File: src/rtl/ll_pop_scheduler.sv
// ll_pop_scheduler
// Pops the linked-list shared FIFO with work-conserving round-robin across
// the eligible queues. Each popped word is tagged with its queue id and held
// in a 2-entry output buffer that the sink drains with valid/ready.
// pop depends only on registered buffer occupancy, so out_ready has no
// combinational path to the FIFO side.
module ll_pop_scheduler #(
    parameter int WIDTH     = 8,
    parameter int NUM_FIFOS = 2,
    parameter int SEL_WIDTH = $clog2(NUM_FIFOS)
) (
    input  logic                 clk,
    input  logic                 rst,
    input  logic [NUM_FIFOS-1:0] empty,
    input  logic [WIDTH-1:0]     ll_data,
    input  logic [NUM_FIFOS-1:0] qmask,
    output logic                 pop,
    output logic [SEL_WIDTH-1:0] pop_sel,
    output logic                 out_valid,
    output logic [WIDTH-1:0]     out_data,
    output logic [SEL_WIDTH-1:0] out_qid,
    input  logic                 out_ready,
    output logic                 busy
);

    // Search arithmetic runs one bit wider, so rr_ptr + NUM_FIFOS cannot overflow.
    localparam int CW = SEL_WIDTH + 1;

    logic [SEL_WIDTH-1:0] rr_ptr_r;
    logic [WIDTH-1:0]     slot_data_r [2];
    logic [SEL_WIDTH-1:0] slot_qid_r  [2];
    logic                 rd_idx_r;
    logic                 wr_idx_r;
    logic [1:0]           cnt_r;

    logic [NUM_FIFOS-1:0] elig_s;
    logic [SEL_WIDTH-1:0] winner_s;
    logic                 found_s;
    logic [CW-1:0]        cand_s;
    logic [SEL_WIDTH-1:0] cand_sel_s;
    logic                 pop_s;
    logic                 out_valid_s;
    logic                 xfer_s;

    assign elig_s = ~empty & qmask;

    // Round-robin search starting after rr_ptr, wrapping explicitly modulo NUM_FIFOS.
    // rr_ptr itself is visited last.
    always_comb begin
        winner_s   = rr_ptr_r;
        found_s    = 1'b0;
        cand_s     = {CW{1'b0}};
        cand_sel_s = {SEL_WIDTH{1'b0}};
        for (int k = 1; k <= NUM_FIFOS; k++) begin
            cand_s = {1'b0, rr_ptr_r} + CW'(k);
            if (cand_s >= CW'(NUM_FIFOS)) begin
                cand_s = cand_s - CW'(NUM_FIFOS);
            end else begin
                cand_s = cand_s;
            end
            cand_sel_s = cand_s[SEL_WIDTH-1:0];
            if (!found_s && elig_s[cand_sel_s]) begin
                found_s  = 1'b1;
                winner_s = cand_sel_s;
            end else begin
                found_s  = found_s;
            end
        end
    end

    // Pop issue uses only the registered occupancy. pop_sel parks on the last winner when idle.
    always_comb begin
        pop_s       = rst & (|elig_s) & (cnt_r < 2'd2);
        out_valid_s = rst & (cnt_r != 2'd0);
        xfer_s      = out_valid_s & out_ready;
        if (pop_s) begin
            pop_sel = winner_s;
        end else begin
            pop_sel = rr_ptr_r;
        end
    end

    assign pop       = pop_s;
    assign out_valid = out_valid_s;
    assign out_data  = slot_data_r[rd_idx_r];
    assign out_qid   = slot_qid_r[rd_idx_r];
    assign busy      = rst & (out_valid_s | (|elig_s));

    // Control state: round-robin pointer, buffer indices and occupancy.
    always_ff @(posedge clk) begin
        if (!rst) begin
            rr_ptr_r <= SEL_WIDTH'(NUM_FIFOS - 1);
            rd_idx_r <= 1'b0;
            wr_idx_r <= 1'b0;
            cnt_r    <= 2'd0;
        end else begin
            if (pop_s) begin
                rr_ptr_r <= pop_sel;
                wr_idx_r <= ~wr_idx_r;
            end else begin
                rr_ptr_r <= rr_ptr_r;
                wr_idx_r <= wr_idx_r;
            end
            if (xfer_s) begin
                rd_idx_r <= ~rd_idx_r;
            end else begin
                rd_idx_r <= rd_idx_r;
            end
            case ({pop_s, xfer_s})
                2'b10:   cnt_r <= cnt_r + 2'd1;
                2'b01:   cnt_r <= cnt_r - 2'd1;
                default: cnt_r <= cnt_r;
            endcase
        end
    end

    // Buffer storage: contents are don't-care after reset, so only pop writes them.
    always_ff @(posedge clk) begin
        if (pop_s) begin
            slot_data_r[wr_idx_r] <= ll_data;
            slot_qid_r[wr_idx_r]  <= pop_sel;
        end else begin
            slot_data_r[wr_idx_r] <= slot_data_r[wr_idx_r];
            slot_qid_r[wr_idx_r]  <= slot_qid_r[wr_idx_r];
        end
    end

endmodule

File: config.mk
export PLATFORM = sky130hd
export DESIGN_NAME = ll_pop_scheduler
export DESIGN_NICKNAME = d
export VERILOG_FILES = /design/src/rtl/ll_pop_scheduler.sv
export SDC_FILE = /design/constraint.sdc
export NUM_CORES = 1
export LEC_CHECK = 0
export ABC_AREA = 0
export ABC_CLOCK_PERIOD_IN_PS = 4000
export BUFFER_PORTS_ARGS = -buffer_cell sky130_fd_sc_hd__buf_2
export CORE_UTILIZATION = 28
export DETAILED_ROUTE_END_ITERATION = 8
export HOLD_SLACK_MARGIN = 0.05
export PLACE_DENSITY = 0.54
export REMOVE_ABC_BUFFERS = 1
export SLEW_MARGIN = 20
export SYNTH_ARGS = -nofsm -noshare
export SYNTH_HDL_FRONTEND = slang
export SYNTH_SLANG_ARGS = --single-unit
File: constraint.sdc
create_clock -name clk -period 4 [get_ports clk]
set_clock_uncertainty 0.1 [all_clocks]
set_input_delay 0.8 -clock clk [delete_from_list [all_inputs] [get_ports clk]]
set_output_delay 0.8 -clock clk [all_outputs]
set_load 0.005 [all_outputs]
==> qor.yml <==
post-route-cell-area_sq_um: 1190
cts_bufs_inserted: 3
clock_pin_slew_reported_for_the_worst_setup_and_hold_paths_after_clock_tree_synthesis_ns: 0.12
numClockSinks: 24
post_cts_buffers: 0
wirelength_microns: 1570
status: "complete, no violations"
floorplan.initialDensity_pct: 30.6
postLayoutSetupSlackWorst_ns: 1.50
fin_total_pwr_uw: 543
max_cap_viols: 0
dieWidth_microns: 60.7
criticalPathCategory: "input pin to output pin"
floorplan.die_area_sq_um: 3680
finalCriticalPeriod_ns: 2.50
worst_hold_path_type: "register to register"
power.leakage_uw: 0.000463
tritoncts: "done"
critical-path-slowest-cell: "sky130_fd_sc_hd__o31ai_1"
start_kind: "input pin"
detail_route.drc_violations: 0
worst_path_dominant_cell_family: "compound AO/OA/AOI/OAI gates"
finalSetupTns_ns: 0
cts.hold.buffers_added: 0
place.gp.congestion: 0.647
pre_cts_setup_slack_ns: 1.47
hold_violations: 0
ys_seq_area_share_pct: 68.6
dpl_cell_area_sq_um: 1140
cts_max_level: 1
netlist_instances: 61
clockRootBuffer: "sky130_fd_sc_hd__clkbuf_4"
insertedDiodeCount: 0
cts_repair_resize_count: 0
area_growth_pct: 23.5
grt-ovfl-total: 0
synth-warning-count: 0
grt_pass1_vias: 553
insertion_delay_ns: 0.31
synth_area_per_cell_sq_um: 15.8
ys_ff_latch: 24
cp_max_fo: 8
ir_drop_uv: 310
antenna_found_initial: 0
worst_ep_required_time_ns: 3.10
grt_util_all_layers_pct: 9.31
max_freq_mhz: 399
tightestPinTransition_ns: 0.760
worstPathArrival_ns: 1.60
power.density_nw_per_um2: 457
slew_headroom_pct: 49.1
route.detailed.wl_per_inst_microns: 11.7
fp.coreArea_sq_um: 3150
portBuffers: 27
die_h_microns: 60.7
slew_viol_final: 0
io_pins: 28
critical_path.n_buffers_inverters: 2
route.antenna.remaining_nets: 0
dp_hpwl_microns: 1080
min_period_over_period_pct: 62.6
critical-path-max-stage-delay_ns: 0.35
path_cells: "buf_2 -> nand2b_1 -> o31ai_1 -> buf_2"
initialDrtViolationCount: 12
syn_area_sq_um: 963
final_layout_size_suffix_gt1_share_pct: 48.9
post_synth_num_cell_types: 21
finish.cell_count_without_fillers: 134
std_cell_rows: 20
grt_max_degree: 15
avgViaCountPerCell: 4.26
place.detailed.instances: 130
final_nets: 107
cp_common_cell: "sky130_fd_sc_hd__buf_2"
ctsLongestPathBuffers: 2
grt_first_pass_wirelength_microns: 2390
layout_commonest_cell: "sky130_fd_sc_hd__buf_2"
first_pass_iters: 2
worstSetupEndpointType: "output pin"
rsz0062_at_grt: "false"
setup_violations: 0
layout.cells.most_common_list: "sky130_fd_sc_hd__buf_2, sky130_fd_sc_hd__edfxtp_1, sky130_fd_sc_hd__mux2_2"
vias: 571
-- registers in the layout, summed over array words and instances, names as in the netlist, named ones only --
register and count:
cnt_r 2, rd_idx_r 1, rr_ptr_r 1, slot_data_r 16
slot_qid_r 2, wr_idx_r 1
-- cell usage after synthesis --
cell	count	area, sq um
sky130_fd_sc_hd__and2_4	1	8.76
sky130_fd_sc_hd__and2_1	2	12.5
sky130_fd_sc_hd__buf_2	1	5.00
sky130_fd_sc_hd__buf_6	1	11.3
sky130_fd_sc_hd__nor2_1	1	3.75
sky130_fd_sc_hd__o211ai_1	1	7.51
sky130_fd_sc_hd__dfxtp_1	6	120
sky130_fd_sc_hd__o311ai_1	1	8.76
sky130_fd_sc_hd__inv_2	1	3.75
sky130_fd_sc_hd__ha_1	1	12.5
sky130_fd_sc_hd__nand2b_1	3	18.8
sky130_fd_sc_hd__xnor2_1	2	17.5
sky130_fd_sc_hd__nand2_1	3	11.3
sky130_fd_sc_hd__a21o_2	1	8.76
sky130_fd_sc_hd__o21ai_0	2	10.0
sky130_fd_sc_hd__o21a_2	1	8.76
sky130_fd_sc_hd__a21o_1	1	7.51
sky130_fd_sc_hd__mux2_2	9	101
sky130_fd_sc_hd__mux2i_1	3	30.0
sky130_fd_sc_hd__o31ai_1	2	15.0
sky130_fd_sc_hd__edfxtp_1	18	541
-- kinds of logic (layout without fill, tap and decap cells) --
group	after synthesis	in the layout	share of synthesized area [%]
DFF	24	24	68.6
muxes	12	12	13.6
and+or+nand+nor	10	10	5.71
AOI/OAI and AO/OA	9	9	6.88
buffers and inverters	3	32	2.08
xor gates and xnor gates	2	2	1.82
adders and majority gates	1	1	1.30
-- final cells by class --
class                   count  area (sq um)
flip-flops and latches     24           661
clock buffers               3          22.5
well taps                  44          55.1
multi-input cells          34           283
repair buffers             27           135
fillers                   335          1960
clock inverters             1          30.0
inverters                   1          3.75
-- metrics by stage --
stage,utilization [%],hold WS (ns)
final,37.7,0.391
after global routing,37.7,0.426
after detailed placement,36.1,0.365
after CTS,37.7,0.384
after global placement,36.1,0.357
after floorplan,-,0.337
-- report_power, final --
part | switching [uW] | leakage [uW] | internal (uW)
clock | 70.8 | 0.0000279 | 101
sequential | 12.8 | 0.000213 | 286
combinational | 31.2 | 0.000221 | 41.0
-- final timing paths --
check	startpoint	to	slack, ns	depth (start not counted)
max	rst	pop_sel	1.50	4
min	rd_idx_r$_SDFFE_PN0P_	register	0.39	1
max reg2reg	cnt_r[1]$_SDFFE_PN0P_	slot_qid_r[0]$_DFFE_PP_	2.15	3
min reg2reg	rd_idx_r$_SDFFE_PN0P_	register	0.39	1
-- routing by layer --
metal / global-route usage (%) / part of all wire, % / wire, microns
met1: 10.8 / 45 / 705
met2: 14.9 / 45 / 707
met3: 5.54 / 9.9 / 155
met4: 1.95 / 0 / 0
met5: 0 / 0 / 0
No activity file was read; power rests on OpenSTA's default activity.
